File: src/rtl/distance_filter.sv
// Ultrasonic echo-width to centimetre converter: restoring divider, power-of-two
// moving average over in-range samples, and a hysteretic near-obstacle flag.
module distance_filter #(
  parameter int unsigned CYCLES_PER_CM = 2900,
  parameter int unsigned MAX_CM        = 400,
  parameter int unsigned AVG_LOG2      = 2,
  parameter int unsigned NEAR_CM       = 30,
  parameter int unsigned HYST_CM       = 5
) (
  input  logic        clk,
  input  logic        rst_n,
  input  logic        sample_valid,
  input  logic [21:0] raw_count,
  output logic        busy,
  output logic        dist_valid,
  output logic [9:0]  dist_cm,
  output logic [9:0]  avg_cm,
  output logic        near,
  output logic        out_of_range
);

  localparam int unsigned N  = 1 << AVG_LOG2;
  localparam int unsigned SW = 10 + AVG_LOG2;

  localparam logic [22:0] DIVISOR = 23'(CYCLES_PER_CM);
  localparam logic [21:0] MAX_Q   = 22'(MAX_CM);
  localparam logic [9:0]  MAX_D   = 10'(MAX_CM);
  localparam logic [10:0] SET_V   = 11'(NEAR_CM);
  localparam logic [10:0] CLR_V   = 11'(NEAR_CM + HYST_CM);

  typedef enum logic [1:0] {IDLE, DIV, ACC, OUT} state_t;

  state_t              state_q, state_d;
  logic [21:0]         dividend_q;
  logic [21:0]         quot_q;
  logic [21:0]         rem_q;
  logic [4:0]          cnt_q;
  logic                zero_q;
  logic                primed_q;
  logic [AVG_LOG2-1:0] ptr_q;
  logic [SW-1:0]       sum_q;
  logic [9:0]          win_q [N];
  logic                near_q;
  logic [9:0]          dist_q;
  logic                oor_q;

  logic [22:0]         rem_sh;
  logic                rem_ge;
  logic [21:0]         rem_sub;
  logic                in_range;
  logic [9:0]          value;
  logic [SW-1:0]       sum_upd;
  logic [9:0]          avg_upd;
  logic                near_upd;

  always_comb begin
    state_d    = state_q;
    busy       = (state_q != IDLE);
    dist_valid = (state_q == OUT);
    unique case (state_q)
      IDLE: if (sample_valid) state_d = DIV;
      DIV:  if (cnt_q == 5'd1) state_d = ACC;
      ACC:  state_d = OUT;
      OUT:  state_d = IDLE;
      default: state_d = IDLE;
    endcase
  end

  always_comb begin
    rem_sh   = {rem_q, dividend_q[21]};
    rem_ge   = (rem_sh >= DIVISOR);
    rem_sub  = 22'(rem_sh - DIVISOR);
    in_range = !zero_q && (quot_q <= MAX_Q);
    value    = quot_q[9:0];
    // The first in-range sample fills the whole window so the average starts at it.
    if (primed_q) sum_upd = sum_q - SW'(win_q[ptr_q]) + SW'(value);
    else          sum_upd = {value, {AVG_LOG2{1'b0}}};
    avg_upd  = sum_upd[SW-1:AVG_LOG2];
    near_upd = near_q;
    if ({1'b0, avg_upd} < SET_V)       near_upd = 1'b1;
    else if ({1'b0, avg_upd} >= CLR_V) near_upd = 1'b0;
  end

  always_ff @(posedge clk or negedge rst_n) begin
    if (!rst_n) state_q <= IDLE;
    else        state_q <= state_d;
  end

  always_ff @(posedge clk or negedge rst_n) begin
    if (!rst_n) begin
      dividend_q <= '0;
      quot_q     <= '0;
      rem_q      <= '0;
      cnt_q      <= '0;
      zero_q     <= 1'b0;
      primed_q   <= 1'b0;
      ptr_q      <= '0;
      sum_q      <= '0;
      near_q     <= 1'b0;
      dist_q     <= '0;
      oor_q      <= 1'b0;
      for (int unsigned i = 0; i < N; i++) win_q[AVG_LOG2'(i)] <= '0;
    end else begin
      unique case (state_q)
        IDLE: if (sample_valid) begin
          dividend_q <= raw_count;
          quot_q     <= '0;
          rem_q      <= '0;
          cnt_q      <= 5'd22;
          zero_q     <= (raw_count == '0);
        end
        DIV: begin
          dividend_q <= {dividend_q[20:0], 1'b0};
          rem_q      <= rem_ge ? rem_sub : rem_sh[21:0];
          quot_q     <= {quot_q[20:0], rem_ge};
          cnt_q      <= cnt_q - 5'd1;
        end
        ACC: begin
          if (in_range) begin
            dist_q <= value;
            oor_q  <= 1'b0;
            sum_q  <= sum_upd;
            near_q <= near_upd;
            if (primed_q) begin
              win_q[ptr_q] <= value;
              ptr_q        <= ptr_q + AVG_LOG2'(1);
            end else begin
              for (int unsigned i = 0; i < N; i++) win_q[AVG_LOG2'(i)] <= value;
              primed_q <= 1'b1;
            end
          end else begin
            dist_q <= MAX_D;
            oor_q  <= 1'b1;
          end
        end
        default: ;
      endcase
    end
  end

  assign dist_cm      = dist_q;
  assign avg_cm       = sum_q[SW-1:AVG_LOG2];
  assign near         = near_q;
  assign out_of_range = oor_q;

endmodule

File: config.mk
export PLATFORM = sky130hd
export DESIGN_NAME = distance_filter
export DESIGN_NICKNAME = d
export VERILOG_FILES = /design/src/rtl/distance_filter.sv
export SDC_FILE = /design/constraint.sdc
export NUM_CORES = 1
export LEC_CHECK = 0
export CAP_MARGIN = 20
export CORE_MARGIN = 8
export CORE_UTILIZATION = 47
export DETAILED_ROUTE_END_ITERATION = 8
export PLACE_DENSITY = 0.76
export SLEW_MARGIN = 20
export SYNTH_ARGS = -nofsm -noshare
export SYNTH_HDL_FRONTEND = slang
export SYNTH_SLANG_ARGS = --single-unit
export TNS_END_PERCENT = 30
File: constraint.sdc
create_clock -name clk -period 6.25 [get_ports clk]
set_input_delay 1.25 -clock clk [delete_from_list [all_inputs] [get_ports clk]]
set_output_delay 1.25 -clock clk [all_outputs]
set_load 0.02 [all_outputs]
---- After elaboration in Yosys (flattened, before gate mapping) ----
Cells that the tools add are included.
cells by class
  reductions and logical operators ........ 14
  bitwise gates (word level) .............. 1
  eq/ne operators ......................... 6
  divide/modulo/power cells ............... 0
  add/subtract/negate cells ............... 5
  multipliers ............................. 0
  mux-type cells .......................... 23
  magnitude comparators ................... 6
  shift operators ......................... 0
operators with widths
  kind                                                                                number
  22-bit one-hot mux with 2 select lines                                              3
  22-bit two-way mux                                                                  3
  40-bit bitwise mux                                                                  1
  10-bit two-way mux                                                                  4
  40-bit two-way mux                                                                  1
  23-bit by 12-bit >= comparator with 1-bit output (second input constant)            1
  22-bit by 9-bit less-or-equal comparator with 1-bit output (second input constant)  1
  22-bit logical NOT                                                                  1
  22-bit by 12-bit subtractor with 22-bit output (second input constant)              1
  10-bit binary-select mux with 2-bit select                                          1
  10-bit demux with 2-bit select                                                      1
  12-bit by 10-bit adder with 12-bit output                                           1
  12-bit two-way mux                                                                  1
  12-bit by 10-bit subtractor with 12-bit output                                      1
  10-bit by 6-bit >= comparator with 1-bit output (second input constant)             1
  10-bit by 5-bit less-than comparator with 1-bit output (second input constant)      1
  5-bit one-hot mux with 2 select lines                                               1
  2-bit one-hot mux with 4 select lines                                               1
  2-bit AND reduction                                                                 4
  3-bit AND reduction                                                                 2
  2-bit nonzero test                                                                  3
  5-bit by 1-bit equality test with 1-bit output (second input constant)              1
  5-bit two-way mux                                                                   1
  5-bit by 1-bit subtractor with 5-bit output (second input constant)                 1
  12 further kinds                                                                    18
storage, ports and cells
  ROM bits ................................ 0
  memories ................................ 0
  bits in latches ......................... 0
  logic and storage cells ................. 71
  register bits after elaboration ......... 141
  bits of input ports ..................... 25
  memory bits (writable) .................. 0

---- Longest topological paths before layout ----
Gate-level depths: netlist of the first run.
  word-level depth ........................ 10
  depth in mapped cells ................... 13
  depth with buffers taken out ............ 12

---- Least setup slack after synthesis of the first run ----
No wires, ideal clock.
  path kind ............................... flip-flop to flip-flop
  from .................................... register ptr_q[0]
  to ...................................... register near_q (netlist: near)
  library setup time ...................... 0.094 ns
  cell stages (with the launch flop) ...... 13
  path slack .............................. 2.579 ns
  path buffers ............................ 1
  arrival ................................. 3.578 ns
  data required time ...................... 6.156 ns
  cells stage by stage .................... dfrtp_1 > buf_2 > mux4_2 > fa_1 > inv_1 > fa_1 > a211oi_1 > o21ba_2 > nor3_1 > a311oi_1 > a31oi_1 > o21a_1 > a211oi_1
between the ends
  longest elaborated chain between the ends .. 10
  elaborated cells on any way between the ends .. 12
  those cells by class .................... add/sub: 2; order compare: 2; mux: 5; bitwise: 1; reduce/logical: 2
RTL lines
  item                                                                                                                              line    RTL
  start: declaration                                                                                                                40      logic [AVG_LOG2-1:0] ptr_q;
  start signal: assignment                                                                                                          126     ptr_q <= ptr_q + AVG_LOG2'(1);
  2-bit inverter with 3-bit output (not written as such) *                                                                          76      if (primed_q) sum_upd = sum_q - SW'(win_q[ptr_q]) + SW'(value);
  10-bit binary-select mux with 2-bit select *                                                                                      76
  10-bit two-way mux (not written as such) * (2 in series)                                                                          76
  12-bit by 10-bit subtractor with 12-bit output *                                                                                  76
  12-bit by 10-bit adder with 12-bit output *                                                                                       76
  12-bit two-way mux *                                                                                                              76
  10-bit by 5-bit less-than comparator with 1-bit output / 10-bit by 6-bit >= comparator with 1-bit output (equally long branches)  80, 81
  2-bit nonzero test (no line)                                                                                                      --
  3-bit AND reduction (no line)                                                                                                     --
  end signal: assignment                                                                                                            123     near_q <= near_upd;
  end: declaration                                                                                                                  43      logic near_q;
Mark *: on every way between the ends. The rest lies on a longest branch, timed or not. The select of a mux whose other input is x is not followed.
A chain may end at the register's enable or synchronous reset.

---- Worst setup path after layout of the first run ----
Same ends and word-level chain as after synthesis.

==> key figures, run 1 <==
Run status
  • Status: finished, final reports clean

Worst setup path
  • CP arrival: 4.50 ns
  • Startpoint Class: register
  • Crit Path Category: reg2reg
  • Worst Path Required: 6.56 ns
  • Worst reg2reg endpoint: near
  • Worst r2r src: ptr_q[0]
  • CP Capture Type: register
  • Register-to-register setup slack: 2.06 ns
  • CP Max Fanout: 14
  • Cell count of the worst reg-to-reg path: 11

Timing
  • Final period util: 67.0%
  • Unrepaired setup endpoints after global routing: no
  • Fmax: 0.239 GHz
  • Setup ws final: 2.06 ns
  • Worst Skew: 0.00638 ns
  • Max Slew Vio Count: 0
  • Post-Route Setup TNS: 0 ns
  • Worst Max-Slew Pin Slew: 0.940 ns
  • Final setup viols: 0
  • Tmin final: 4.19 ns
  • Fin. Hold Viols: 0
  • Max transition margin: 37.2%

Clock network
  • Cts repair resizes: 0
  • Hold Buf Count CTS: 0
  • Clock sink count: 141
  • Clk root buf: clkbuf_16
  • TritonCTS Buffers: 17
  • Setup bufs post-CTS: 0
  • Clk buf depth: 2
  • Clock Pin Slew Worst Setup and Hold Paths: 0.06 ns
  • TritonCTS clock tree: yes
  • Insertion delay to the later sink of the worst-skew pair: 0.41 ns
  • H-tree Lvls: 4

Routing
  • DRT iter0 DRCs: 299
  • DRC: 0
  • Routed len/inst: 15.7 µm
  • DRT Pass-1 Iters: 5
  • Routed vias/inst: 5.40
  • Antenna Nets Post-Route: 0
  • Routed vias: 5248
  • DRT Wirelength: 15.3 mm

GRT
  • Total congestion overflow: 0
  • Antenna violations before repair: 0
  • Number of global-route vias before repair: 5336
  • All-Layer GR Usage: 16.2%
  • Largest net degree at the start of global routing: 84
  • First-pass GRT wire length: 26.4 mm

Place
  • DP HPWL: 10.4 mm
  • Routability cong.: 0.890
  • DP Cell Count: 940
  • IO buf count: 48
  • Pre-CTS WS: 2.05 ns

Die
  • # IOs: 49
  • Die Span Y: 142 µm
  • Initial Utilization: 47.5%
  • Die ar.: 20100 µm²
  • Rows: 46
  • Die width: 142 µm
  • Core footprint: 15700 µm²

Run
  • Max cap viols: 0

Logic synthesis
  • Synth top area cells: dfrtp_1, mux2_2, o21ai_0
  • Yosys cell types: 62
  • Post-synthesis sequential area ratio: 47.4%
  • EDFF count, synth: 0
  • Main synth FF type: dfrtp_1
  • Cell taking the most area after synthesis: dfrtp_1
  • Syn Std Cell Area: 7440 µm²
  • Mapped Cells: 722
  • Seq cells post-synth: 141
  • Yosys warns: 0
  • Synth top area share: 47.4%
  • Count leader, synth: dfrtp_1
  • Synth Area per Inst: 10.3 µm²
  • Commonest cells in the synthesized netlist: dfrtp_1, nand2_1, o21ai_0, inv_1, nor2_1
  • Syn nets: 781
  • Async S/R FF share, synth: 100%

Worst hold path
  • Hold Crit Class: reg2reg
  • Hold Crit Depth: 2
  • Hold_sp: dividend_q[8]
  • Hold endpoint: dividend_q[8]

Finish
  • N_diodes: 0
  • Final net count: 802
  • Layout cells sized above 1: 11.5%
  • Area Growth Syn to Fin: 15.3%
  • Layout Cells excl Fill: 971
-- how the worst max path moves through the flow --
stage                        start    to  slack (ns)  cells after the start
final                     ptr_q[0]  near        2.06                     11
after global routing      ptr_q[0]  near        1.83                     11
after CTS                 ptr_q[0]  near        2.05                     11
after detailed placement  ptr_q[0]  near        2.05                     11
after global placement    ptr_q[0]  near        2.17                     11
after floorplan           ptr_q[0]  near        2.58                     12
-- metrics by stage --
step | hold WS [ns] | utilization (%) | cell area [µm²]
finish | 0.481 | 54.8 | 8580
global route | 0.504 | 54.8 | 8580
CTS | 0.484 | 54.8 | 8580
detailed placement | 0.470 | 51.0 | 7990
global placement | 0.463 | 51.0 | 7990
floorplan | 0.450 | - | 7440
-- registers in the layout, indices dropped and copies added, names as in the netlist --
register	flops
win_q	40
dividend_q	22
quot_q	22
rem_q	22
sum_q	12
dist_cm	10
cnt_q	5
ptr_q	2
state_q	2
near	1
out_of_range	1
primed_q	1
zero_q	1
-- worst max-delay path, cell delays in order (launching register included) --
cell,delay [ns]
dfrtp_1,0.83
mux4_2,0.60
fa_1,0.49
inv_1,0.07
fa_1,0.48
a211oi_1,0.43
o21ba_2,0.26
nor3_1,0.06
a311oi_1,0.34
a31oi_1,0.15
o21a_1,0.19
a211oi_1,0.18
-- layer usage --
layer / wire, µm / vias to the layer above / track usage, %
met3: 674 / 22 / 3.80
met4: 258 / 0 / 6.05
li1: - / 2539 / -
met2: 7440 / 117 / 25.6
met1: 6900 / 2570 / 21.2
met5: 0 / - / 0
-- cell families (layout without fill, tap and decap cells) --
| family | after synthesis | count (layout) | share of synthesized area [%] |
|---|---|---|---|
| flops | 141 | 141 | 47.4 |
| buf+inv | 107 | 140 | 6.27 |
| fa+ha+maj | 34 | 34 | 6.72 |
| xor+xnor | 26 | 26 | 3.06 |
| mux | 66 | 66 | 11.1 |
| simple gates | 193 | 193 | 12.3 |
| compound gates | 155 | 155 | 13.1 |
-- placed cells by master, fill, tap and decap left out, types with 8 or more instances in the layout --
cell             netlist  final
clkdlybuf4s50_1        0     47
o21ai_0               65     65
nor4_1                13     13
a21oi_1               20     20
inv_1                 57     57
nand2_1               80     80
nor2_1                38     38
clkbuf_16              0     17
ha_1                  24     24
xor2_1                15     15
dfrtp_1              141    141
fa_1                  10     10
mux2i_1               22     22
mux4_2                10     10
a211oi_1               8      8
xnor2_1               11     11
nor3_1                10     10
nand3_1               12     12
mux2_2                32     32
o21ai_1               10     10
a22o_1                16     16
-- layout make-up --
cell class | count | area (µm²)
fillers | 1357 | 7080
flip-flops and latches | 141 | 3530
multi-input cells | 474 | 3460
repair buffers | 52 | 512
clock buffers | 20 | 447
well taps | 216 | 270
inverters | 57 | 214
clock inverters | 11 | 144
Power of run 1 is left out: the tool's default activity adds up to more than one toggle a clock period on the data nets, which glitch-free logic cannot reach.
==> run 2: changes to the inputs <==
--- a/config.mk
+++ b/config.mk
@@ -9,7 +9,7 @@
 export CORE_MARGIN = 8
 export CORE_UTILIZATION = 47
 export DETAILED_ROUTE_END_ITERATION = 8
-export PLACE_DENSITY = 0.76
+export PLACE_DENSITY = 0.78
 export SLEW_MARGIN = 20
 export SYNTH_ARGS = -nofsm -noshare
 export SYNTH_HDL_FRONTEND = slang
==> constraint.sdc (replaced) <==
create_clock -name clk -period 3.6 [get_ports clk]
set_input_delay 0.72 -clock clk [delete_from_list [all_inputs] [get_ports clk]]
set_output_delay 0.72 -clock clk [all_outputs]
set_load 0.02 [all_outputs]
==> run 2 against run 1 <==
  * Critical path depth is 1 higher
  * Setup slack lost 2.0 ns
  * Final cell count is 2.5% higher
  * Fmax increased by 20%
  * Hold slack got worse by 0.21 ns
  * Via count is 5.2% higher
  * Clock-buffer cell count decreased by 2
  * First-iteration DRC count up 22%
==> key figures, run 2 (synthesis results as in run 1) <==
GRT
  • Number of global-route vias before repair: 5616
  • Total congestion overflow: 0
  • Antenna violations before repair: 0
  • Largest net degree at the start of global routing: 63
  • All-Layer GR Usage: 17.1%
  • First-pass GRT wire length: 27.6 mm

Finish
  • Final core occ: 56.8%
  • Biggest register: win_q
  • Layout cells sized above 1: 17.2%
  • Commonest non-fill, non-tap cell in the layout: dfrtp_1
  • Area Growth Syn to Fin: 19.5%
  • Final net count: 825
  • N_diodes: 0
  • Fillers: 1320
  • Most frequent cells in the layout: dfrtp_1, nand2_1, o21ai_0, inv_1, clkdlybuf4s50_1
  • Max reg flops: 40

Routing
  • Top routing layer used: met4
  • Routed wl met2: 8.19 mm
  • DRT Wirelength: 16.7 mm
  • Routed vias: 5523
  • Antenna Nets Post-Route: 0
  • WL met1: 7.29 mm
  • DRT Pass-1 Iters: 5
  • Routed vias/inst: 5.55
  • Met3 wire length: 660 µm
  • DRC: 0
  • DRT iter0 DRCs: 364
  • Routed len/inst: 16.8 µm

Place
  • Routability cong.: 0.920
  • DP HPWL: 11.3 mm
  • IO buf count: 48

Timing
  • Worst Max-Slew Pin Slew: 0.952 ns
  • Max Slew Vio Count: 0
  • Fin. Hold Viols: 0
  • Max transition margin: 36.4%
  • Fmax: 0.286 GHz
  • Final period util: 97.1%
  • Tmin final: 3.50 ns
  • Worst Skew: 0.0104 ns
  • Unrepaired setup endpoints after global routing: yes
  • Final setup viols: 0

Die
  • Rows: 46
  • # IOs: 49
  • Die width: 142 µm
  • Die Span Y: 142 µm
  • Die ar.: 20100 µm²
  • Core footprint: 15700 µm²
  • Initial Utilization: 47.5%

Clock network
  • TritonCTS Buffers: 17
  • H-tree Lvls: 4
  • Clock Pin Slew Worst Setup and Hold Paths: 0.06 ns
  • TritonCTS clock tree: yes
  • Clk buf depth: 2
  • Insertion delay to the later sink of the worst-skew pair: 0.42 ns
  • Clock sink count: 141
  • Clk root buf: clkbuf_16

Worst setup path
  • CP arrival: 3.78 ns
  • CP max stage delay: 0.52 ns
  • Worst path top cell family by delay: adder cells
  • CP max-delay cell: mux4_2
  • Buf/Inv on CP: 3
  • Crit Path Category: reg2reg
  • CP Max Fanout: 4
  • Crit-path cells: buf_4 -> mux4_2 -> fa_1 -> inv_1 -> fa_2 -> a211oi_2 -> buf_4 -> o21ba_2 -> a311oi_2 -> or3_1 -> a31oi_1 -> a211oi_2
  • Worst Path Required: 3.89 ns
  • Startpoint Class: register
  • CP Capture Type: register

Worst hold path
  • Hold Crit Class: in2async

Run
  • Max cap viols: 0

Run status
  • Status: finished, final reports clean
run 2: worst paths after layout:
kind                            cells after the start           from        endpoint  slack, ns
worst max-delay path                               12       ptr_q[0]            near       0.10
worst min-delay path                                1          rst_n  dividend_q[14]       0.27
worst max register to register                     12       ptr_q[0]            near       0.10
worst min register to register                      2  dividend_q[9]   dividend_q[9]       0.48
max in group asynchronous                           2          rst_n        sum_q[5]       2.56
min in group clk                                    2  dividend_q[9]   dividend_q[9]       0.48
run 2: cell type report:
class,count,area (µm²),share of cell area (%)
Multi-Input combinational cell,474,3590,40.4
Clock inverter,14,134,1.51
Inverter,57,214,2.41
Clock buffer,18,429,4.83
Timing Repair Buffer,75,726,8.16
Tap cell,216,270,3.04
Sequential cell,141,3530,39.7
run 2: per-stage QoR:
step	setup slack, ns	hold WS [ns]	std cells	area, µm²	setup TNS (ns)
2_1_floorplan	0.0140	0.424	722	7440	0
3_3_place_gp	0.132	0.462	957	8140	0
3_5_place_dp	0.0000613	0.473	957	8140	0
4_1_cts	0.0106	0.282	989	8710	0
5_1_grt	-0.0445	0.300	995	8890	-0.0877
6_report	0.105	0.270	995	8890	0
run 2: timing repair:
| action | 4_1_cts | 5_1_grt |
|---|---|---|
| gates resized for setup | 1 | 30 |
| hold buffers | 0 | 0 |
| setup buffers | 0 | 6 |
| setup endpoints to repair | 1 | 3 |
| pin swaps | 0 | 10 |
run 2: metal layers:
layer / up-vias / global-route usage [%]
met5: - / 0
met4: 0 / 8.76
met3: 40 / 3.13
li1: 2576 / -
met1: 2758 / 21.2
met2: 149 / 28.1
Power of run 2 is left out for the same reason.
==> run 3: changes to the inputs <==
--- a/config.mk
+++ b/config.mk
@@ -5,7 +5,6 @@
 export SDC_FILE = /design/constraint.sdc
 export NUM_CORES = 1
 export LEC_CHECK = 0
-export CAP_MARGIN = 20
 export CORE_MARGIN = 8
 export CORE_UTILIZATION = 47
 export DETAILED_ROUTE_END_ITERATION = 8
==> results of run 3 <==
The final DEF is identical to that of run 2; final timing and power are the same.
Power of run 3 is left out for the same reason.
